$ cat src/rtl/pipe_ctrl.sv
// rtl/pipe_ctrl.sv - fetch/decode/exec pipeline stall, flush and bubble sequencer
// Optional performance counters are built when PIPE_CTRL_PERF_EN is defined.
module pipe_ctrl #(
    parameter int REG_W     = 6,
    parameter int LU_CYCLES = 1,
    parameter int FL_CYCLES = 1,
    parameter int PERF_W    = 32
) (
    input  logic              clk,
    input  logic              rst,
    input  logic              dec_valid,
    input  logic [REG_W-1:0]  dec_rs1,
    input  logic [REG_W-1:0]  dec_rs2,
    input  logic              dec_use_rs1,
    input  logic              dec_use_rs2,
    input  logic              exec_valid,
    input  logic [REG_W-1:0]  exec_rd,
    input  logic              exec_mem_r,
    input  logic              exec_redirect,
    input  logic              mem_req,
    input  logic              mem_ready,
    output logic              ftch_stall,
    output logic              dec_stall,
    output logic              exec_stall,
    output logic              ftch_flush,
    output logic              dec_flush,
    output logic              exec_bubble,
    output logic [PERF_W-1:0] perf_stall_cnt,
    output logic [PERF_W-1:0] perf_flush_cnt
);

    typedef enum logic [1:0] {RUN, LU_STALL, FLUSH, MEM_WAIT} state_t;

    localparam int CNT_MAX = (LU_CYCLES > FL_CYCLES) ? LU_CYCLES : FL_CYCLES;
    localparam int CNT_W   = (CNT_MAX > 2) ? $clog2(CNT_MAX) : 1;
    localparam logic [CNT_W-1:0] LU_INIT = CNT_W'((LU_CYCLES > 1) ? LU_CYCLES - 2 : 0);
    localparam logic [CNT_W-1:0] FL_INIT = CNT_W'((FL_CYCLES > 1) ? FL_CYCLES - 2 : 0);

    state_t           state_q, state_d;
    state_t           ret_q, ret_d;
    logic [CNT_W-1:0] cnt_q, cnt_d;
    state_t           eff_state;
    logic             mem_wait;
    logic             lu_haz;

    assign mem_wait = mem_req & ~mem_ready;
    assign lu_haz   = dec_valid & exec_valid & exec_mem_r & (exec_rd != '0) &
                      ((dec_use_rs1 & (dec_rs1 == exec_rd)) |
                       (dec_use_rs2 & (dec_rs2 == exec_rd)));

    // While waiting on memory the saved state stands in for the current one,
    // so the cycle mem_ready arrives is evaluated as if no wait had occurred.
    assign eff_state = (state_q == MEM_WAIT) ? ret_q : state_q;

    always_ff @(posedge clk) begin
        if (rst) begin
            state_q <= RUN;
            ret_q   <= RUN;
            cnt_q   <= '0;
        end else begin
            state_q <= state_d;
            ret_q   <= ret_d;
            cnt_q   <= cnt_d;
        end
    end

    always_comb begin
        state_d     = state_q;
        ret_d       = ret_q;
        cnt_d       = cnt_q;
        ftch_stall  = 1'b0;
        dec_stall   = 1'b0;
        exec_stall  = 1'b0;
        ftch_flush  = 1'b0;
        dec_flush   = 1'b0;
        exec_bubble = 1'b0;

        if (mem_wait) begin
            ftch_stall = 1'b1;
            dec_stall  = 1'b1;
            exec_stall = 1'b1;
            state_d    = MEM_WAIT;
            ret_d      = eff_state;
        end else if (exec_redirect) begin
            ftch_flush  = 1'b1;
            dec_flush   = 1'b1;
            exec_bubble = 1'b1;
            if (FL_CYCLES > 1) begin
                state_d = FLUSH;
                cnt_d   = FL_INIT;
            end else begin
                state_d = RUN;
            end
        end else begin
            case (eff_state)
                LU_STALL: begin
                    ftch_stall  = 1'b1;
                    dec_stall   = 1'b1;
                    exec_bubble = 1'b1;
                    state_d     = (cnt_q == '0) ? RUN : LU_STALL;
                    cnt_d       = (cnt_q == '0) ? cnt_q : cnt_q - CNT_W'(1);
                end
                FLUSH: begin
                    ftch_flush  = 1'b1;
                    dec_flush   = 1'b1;
                    exec_bubble = 1'b1;
                    state_d     = (cnt_q == '0) ? RUN : FLUSH;
                    cnt_d       = (cnt_q == '0) ? cnt_q : cnt_q - CNT_W'(1);
                end
                default: begin
                    state_d = RUN;
                    if (lu_haz) begin
                        ftch_stall  = 1'b1;
                        dec_stall   = 1'b1;
                        exec_bubble = 1'b1;
                        if (LU_CYCLES > 1) begin
                            state_d = LU_STALL;
                            cnt_d   = LU_INIT;
                        end
                    end
                end
            endcase
        end

        // Reset holds the front end squashed regardless of state.
        if (rst) begin
            ftch_stall  = 1'b0;
            dec_stall   = 1'b0;
            exec_stall  = 1'b0;
            ftch_flush  = 1'b1;
            dec_flush   = 1'b1;
            exec_bubble = 1'b1;
        end
    end

`ifdef PIPE_CTRL_PERF_EN
    logic [PERF_W-1:0] stall_cnt_q;
    logic [PERF_W-1:0] flush_cnt_q;
    logic              redir_acc;

    assign redir_acc = exec_redirect & ~mem_wait;

    always_ff @(posedge clk) begin
        if (rst) begin
            stall_cnt_q <= '0;
            flush_cnt_q <= '0;
        end else begin
            if (ftch_stall)
                stall_cnt_q <= stall_cnt_q + PERF_W'(1);
            if (redir_acc)
                flush_cnt_q <= flush_cnt_q + PERF_W'(1);
        end
    end

    assign perf_stall_cnt = stall_cnt_q;
    assign perf_flush_cnt = flush_cnt_q;
`else
    assign perf_stall_cnt = '0;
    assign perf_flush_cnt = '0;
`endif

endmodule

$ cat config.mk
export PLATFORM = sky130hd
export DESIGN_NAME = pipe_ctrl
export DESIGN_NICKNAME = d
export VERILOG_FILES = /design/src/rtl/pipe_ctrl.sv
export SDC_FILE = /design/constraint.sdc
export NUM_CORES = 1
export LEC_CHECK = 0
export BUFFER_PORTS_ARGS = -buffer_cell sky130_fd_sc_hd__buf_4
export CORE_MARGIN = 2
export CORE_UTILIZATION = 30
export DETAILED_ROUTE_END_ITERATION = 8
export PLACE_DENSITY_LB_ADDON = 0.1
export SETUP_SLACK_MARGIN = 0.3
export SYNTH_ARGS = -nofsm -noshare
export SYNTH_HDL_FRONTEND = slang
export SYNTH_SLANG_ARGS = --single-unit
$ cat constraint.sdc
create_clock -name clk -period 1.4 [get_ports clk]
set_clock_uncertainty 0.05 [all_clocks]
set_input_delay 0.14 -clock clk [delete_from_list [all_inputs] [get_ports clk]]
set_output_delay 0.14 -clock clk [all_outputs]
set_load 0.01 [all_outputs]
# == After elaboration in Yosys (flattened, before gate mapping) ==
# Cells that the tools add are included.
# Widths: inputs -> output; s select.
# totals
regBits,5
wordCells,45
# op_classes
n_mux,22
n_eq_ne,5
reduce_logical,3
bitwise,11
n_addsub,1
# op_table
operator,n
$mux 1,16
$eq 6x6->1,2
$mux 2,4
$and 1x1->1,7
$reduce_bool 6->1,1
$eq 2x2->1 const B,2
$pmux 2 s2,1
$not 1->1,3
$reduce_and 3->1,1
$eq 2x1->1 const B,1
$pmux 1 s2,1
$reduce_or 2->1,1
$or 1x1->1,1
$sub 1x1->1 const B,1

# == Depth between registers and ports, before layout ==
# Gate-level depths: netlist (run 1).
# depth
word_depth,9
mapped_depth,8
ltp_nobuf,7

# == Worst setup path before layout (run 1) ==
# Ideal clock, no wire load.
# synth_timing
kind,reg-to-output
from,register state_q[0]
to,output port ftch_stall
slack_ns,-0.192
path_buffers,1
arrival_ns,1.402
required_ns,1.210
path_stages_with_launch,9
cell_sequence,dfxtp_1 -> nand2_1 -> inv_1 -> ha_1 -> inv_1 -> nor3_1 -> nand2_1 -> o21ai_1 -> buf_4
# synth_via
elab_chain_cells,7
word_cells_on_any_way,8
classes_between,3 x eq/ne; 5 x mux
# synth_rtl
element,line,rtl
start: declaration,39,"state_t state_q, state_d;"
start signal: assignment,61,state_q <= state_d;
$eq 2x2->1 (*),53,assign eff_state = (state_q == MEM_WAIT) ? ret_q : state_q;
$mux 2 (*),53,
named net eff_state[1],42,state_t eff_state;
$eq 2x2->1 or $eq 2x1->1 (tied branches),n/a,
$pmux 1 s2 (*),n/a,
$mux 1 (*) (3 in a row),n/a,
end: declaration,22,"output logic ftch_stall,"
# Mark *: on every way through the listed nets, which the timed path passes. The rest lies on a longest branch.

# == Worst setup path in the final report (run 1) ==
# layout_timing
from,register state_q[0]
to,output port ftch_stall
# layout_via
elab_chain_cells,7
word_cells_on_any_way,8
classes_between,3 x eq/ne; 5 x mux
# layout_rtl
element,line,rtl
$eq 2x2->1,53,
$mux 2 (*),53,
$eq 2x2->1 or $eq 2x1->1 (tied branches),95,case (eff_state)
$pmux 1 s2 (*),95,
$mux 1 (*),84,end else if (exec_redirect) begin
$mux 1 (*),78,if (mem_wait) begin
$mux 1 (*),126,if (rst) begin
# Mark *: on every way between the ends. The rest lies on a longest branch, timed or not.

==> results.md, run 1 <==
* Most frequent cells in the layout: conb_1, buf_4, xnor2_1
* Number of max-cap violations at 0
* Synth-to-Final Area Change at 14.2%
* Starting Density at 0.309
* Total global routing track utilization at 0.0827
* Hold crit path type: input pin to flop
* Max VDD drop at around 0.00026 V
* Failing checks: setup timing
* Overflow after GRT at 0
* Critical path endpoint category: output port
* # setup viols final at 3
* Worst Path Buf+Inv at 2
* Pin count of the biggest net entering global routing at 8
* Filler cell count in the final layout at about 310
* Critical Setup Path Class: flop to output port
* NetSw at about 0.19 mW
* Cell Area, Synth at around 840 um2
* Yosys reg bits at 3
* Die height at 56.8 um
* TritonRoute pass-1 iters at 4
* Syn_area_per_cell at between 7 and 8 um2
* IO Port Bufs at 33
* Total power divided by cell area at 498 mW/mm2
* Upper clock frequency limit at slightly above 600 MHz
* Clock Latency Late Sink at approximately 240 ps
* Die width at between 50 and 60 um
* DR vias at about 620
* Reg power frac at 0.186
* Vias per Instance at approximately 3.4
* Vias in the first global route at 498
* Initial DRC count at 16
* Core ar. at 0.00271 mm2
* Die Area at ~0.0032 mm2
* WP data arrival at 1430 ps
* Remaining DRCs at 0
* Startpoint Class: flop
* Critical-path top delay cell: dfxtp_2
* Register area share after synthesis at 0.0717
* Dpl hpwl at roughly 1300 um
* TritonCTS clock tree: built
* Fin. Hold Viols at 0
* Period Utilization, post-route at 1.15
* Routability cong. at 0.734
* Setup WS post-layout at -216 ps
* Clock power frac at 0.323
* RSZ-0062 raised after global routing: yes
* Status: finished with violations
* Clock root cell: clkbuf_4
* Max clock buf depth at 2
* Num rows at 19
* Nets@finish at around 180
* Most common cell after layout, fill and taps aside: conb_1
* Synth warn at 0
* Library cells used by synthesis at 20
* Final ANT Viol Nets at 0
* Share of layout cells above drive strength 1 at 0.327
* Post-Synthesis Cells at between 100 and 150
* Initial antenna violation count at 0
* First-pass GRT wire length at 2080 um
* Switching share of power at 0.391
* Clock transition at the registers of the reported paths at around 40 ps
* H-tree depth at 1
* Fin crit period at around 1600 ps
* Detailed Route WL at around 1400 um
* Finished Cell Area at 956 um2
* DR WL/cell at a little under 8 um
* Antenna cells at 0
* Top delay family on crit path: flip-flops
* LEAKAGE at approximately 0.52 nW
* Crit Path Max Fanout at 3
* CP max stage delay at roughly 340 ps
* Post-DP Area at 900 um2
* # IOs at 98
* WP data required at 1210 ps
* Hold buffers post-CTS at 0
* Internal power at around 0.29 mW
* Comb pwr share at 0.491
* Total CTS buffers at 3
* Critical path, cell by cell: nand2_2 > ha_4 > inv_2 > nor3_4 > nand2_1 > o21ai_2 > buf_4
* Final core occ at 0.353
* Clock Sinks at 3
* Final Max Slew Viols at 0
through the flow:
stage	setup WS, ps	hold WS (ps)	total power, mW	instances	TNS, ps
6_report	-216	96.9	0.476	181	-551
5_1_grt	-326	96.0	0.519	181	-912
4_1_cts	-247	57.3	0.479	180	-648
3_5_place_dp	-19.1	312	0.317	175	-37.9
3_3_place_gp	3.58	310	0.316	175	0
2_1_floorplan	-23.4	155	0.359	177	-23.4
flip-flops by register name, summed over array words and instances, names as in the netlist:
name / flops
ret_q: 2
state_q: 1
synthesized netlist by cell type:
library cell	n	area, um2
xnor2_1	12	105
o21ai_0	1	5.00
o21ai_1	1	5.00
inv_1	3	11.3
o22a_1	1	8.76
conb_1	1	3.75
a21oi_1	1	5.00
ha_1	2	25.0
nand2b_1	1	6.26
nand2_1	3	11.3
o22ai_1	1	6.26
nor4_1	1	6.26
and2_1	2	12.5
dfxtp_1	3	60.1
nor3_1	2	10.0
a31oi_1	1	6.26
buf_4	66	495
nand4_1	2	12.5
nor2_1	7	26.3
nand3_1	3	15.0
path summary, 6_finish.rpt:
kind,startpoint,to,slack [ps],cells after the start
hold reg to reg,ret_q[0],ret_q[0],430,1
setup reg to reg,state_q[0],ret_q[1],600,3
setup / recovery,state_q[0],ftch_stall,-220,7
hold / removal,rst,state_q[0],100,2
cell type report:
cell class              count  area [um2]  area share
repair buffers             35         263       0.275
clock buffers               4        26.3      0.0275
inverters                   3        11.3      0.0118
flip-flops and latches      3        61.3      0.0641
multi-input cells         105         556       0.581
well taps                  31        38.8      0.0406
kinds of logic after synthesis:
group,after synthesis,share of synthesized area
buf+inv,69,0.605
simple gates,21,0.120
xor+xnor,12,0.126
compound gates,6,0.0433
flops,3,0.0718
fa+ha+maj,2,0.0299
other cells,1,0.00448
power by group through the flow:
stage                     sequential [mW]  combinational [mW]  clock (mW)
final                              0.0885               0.234       0.154
after global routing               0.0887               0.258       0.172
after CTS                          0.0885               0.228       0.163
after detailed placement           0.0898               0.227           0
after global placement             0.0898               0.226           0
after floorplan                    0.0897               0.269           0
repair_timing:
action,CTS,global route
buffers inserted,1,1
resized for setup,0,3
pin swaps,2,1
setup endpoints to repair,5,6
layer usage:
layer / up-vias / part of all wire / track usage
li1: 301 / - / -
met1: 265 / 0.29 / 0.0856
met2: 51 / 0.53 / 0.143
met3: 2 / 0.17 / 0.0276
met4: 0 / 0.013 / 0.0498
met5: - / 0 / 0
(Power assumes the default switching activity.)
==> run 2: changes to the inputs <==
--- a/config.mk
+++ b/config.mk
@@ -8,6 +8,7 @@
 export BUFFER_PORTS_ARGS = -buffer_cell sky130_fd_sc_hd__buf_4
 export CORE_MARGIN = 2
 export CORE_UTILIZATION = 30
+export CTS_BUF_LIST = sky130_fd_sc_hd__clkbuf_16
 export DETAILED_ROUTE_END_ITERATION = 8
 export PLACE_DENSITY_LB_ADDON = 0.1
 export SETUP_SLACK_MARGIN = 0.3
==> run 2 against run 1 <==
Net effect:
- the flow still finishes with violations (setup timing)
- setup slack improved by 11 ps
- sequential cell count did not move
- utilization rose by 2.0 points
- hold slack improved by 12 ps
- combinational power barely moved
- maximum frequency rose by 0.70%
- first-iteration DRC count did not move
- sequential share of layout area fell by 0.22 points
- critical endpoint unchanged
- highest routed layer unchanged
==> results.md, run 2 (synthesis gave the netlist of run 1 again) <==
* Vias per Instance at roughly 3.4
* # IOs at slightly below 100
* Critical-path top delay cell: dfxtp_2
* Synth-to-Final Area Change at 20.6%
* Status: finished with violations
* Multi-input logic area at ~560 um2
* Upper clock frequency limit at roughly 620 MHz
* Total CTS buffers at 3
* CP max stage delay at roughly 340 ps
* Remaining DRCs at 0
* DP Worst Slack at -19.1 ps
* Nets@finish at ~180
* TritonRoute pass-1 iters at 4
* DR WL/cell at between 8 and 9 um
* Worst Path Buf+Inv at 2
* Critical path, cell by cell: nand2_2 > ha_4 > inv_2 > nor3_4 > nand2_1 > o21ai_2 > buf_4
* Register Area at roughly 63 um2
* Final Max Slew Viols at 0
* LEAKAGE at 0.552 nW
* WP data required at about 1200 ps
* Vias in the first global route at roughly 500
* Setup WS post-layout at -205 ps
* Total global routing track utilization at 0.0855
* Detailed Route WL at approximately 1500 um
* Fin. Hold Viols at 0
* DR vias at around 620
* Max FFs per register at 2
* IO Port Bufs at 33
* Biggest register: ret_q
* Number of max-cap violations at 0
* Filler cell count in the final layout at 301
* Startpoint Class: flop
* Non-Filler Instances at between 150 and 200
* Clock root cell: clkbuf_16
* # setup viols final at 3
* Max clock buf depth at 2
* Critical path endpoint category: output port
* H-tree depth at 1
* Post-DP Area at 900 um2
* Initial antenna violation count at 0
* Antenna cells at 0
* Tot Pwr at between 0.7 and 0.8 mW
* Share of layout cells above drive strength 1 at 0.333
* Die width at between 50 and 60 um
* Die Area at about 0.0032 mm2
* Total power divided by cell area at 766 mW/mm2
* Crit Path Max Fanout at 3
* Period Utilization, post-route at 1.15
* TritonCTS clock tree: built
* Starting Density at 0.309
* Routability cong. at between 0.7 and 0.8
* Failing checks: setup timing
* Fin crit period at ~1600 ps
* First-pass GRT wire length at 2130 um
* Critical Setup Path Class: flop to output port
* Most common cell after layout, fill and taps aside: conb_1
* Core ar. at 0.00271 mm2
* Final ANT Viol Nets at 0
* Most frequent cells in the layout: conb_1, buf_4, xnor2_1
* Hold crit path type: input pin to flop
* Num rows at 19
* Die height at 56.8 um
* Clock Sinks at 3
* DP Cell Count at around 180
* Top delay family on crit path: flip-flops
* Clock transition at the registers of the reported paths at approximately 30 ps
* Final core occ at 0.373
* Largest regs: ret_q: 2 flops, state_q: 1 flops
* RSZ-0062 raised after global routing: yes
* Initial DRC count at 16
* Max VDD drop at 0.000632 V
* WP data arrival at 1410 ps
* Overflow after GRT at 0
* Dpl hpwl at ~1300 um
* Clock Latency Late Sink at between 200 and 250 ps
* Finished Cell Area at 0.00101 mm2
* Pin count of the biggest net entering global routing at 8
## run 2: final timing paths
kind         slack (ps)          to        from  cells past startpoint
max reg2reg         610    ret_q[1]  state_q[0]                      3
min reg2reg         400    ret_q[0]    ret_q[0]                      1
max                -200  ftch_stall  state_q[0]                      7
min                 110  state_q[0]         rst                      2
## run 2: timing repair
item | in CTS | in global routing
pin swaps | 2 | 1
hold endpoints to repair | 0 | 0
setup buffers | 1 | 1
endpoints found under the setup margin | 5 | 6
hold buffers | 0 | 0
gates resized for setup | 1 | 3
## run 2: stage by stage
stage	TNS [ps]	hold slack, ps
after global placement	0	310
final	-518	109
after global routing	-825	121
after floorplan	-23.4	155
after CTS	-588	76.2
after detailed placement	-37.9	312
## run 2: final cells by class
cell class,count,area share
Clock buffer,3,0.0743
Sequential cell,3,0.0620
Tap cell,31,0.0384
Inverter,3,0.0112
Timing Repair Buffer,35,0.260
Clock inverter,1,0.00372
Multi-Input combinational cell,105,0.550
## run 2: where the power goes
group	switching, mW	internal [mW]	leakage [nW]
combinational	0.138	0.0954	0.485
sequential	0.00115	0.0875	0.0252
clock	0.0827	0.369	0.0423
## run 2: layer usage
metal / vias to the layer above / wire (um) / GRT usage / share of wire
li1: 301 / - / - / -
met1: 265 / 429 / 0.0884 / 0.29
met2: 52 / 755 / 0.145 / 0.52
met3: 3 / 248 / 0.0346 / 0.17
met4: 0 / 29 / 0.0498 / 0.020
met5: - / 0 / 0 / 0
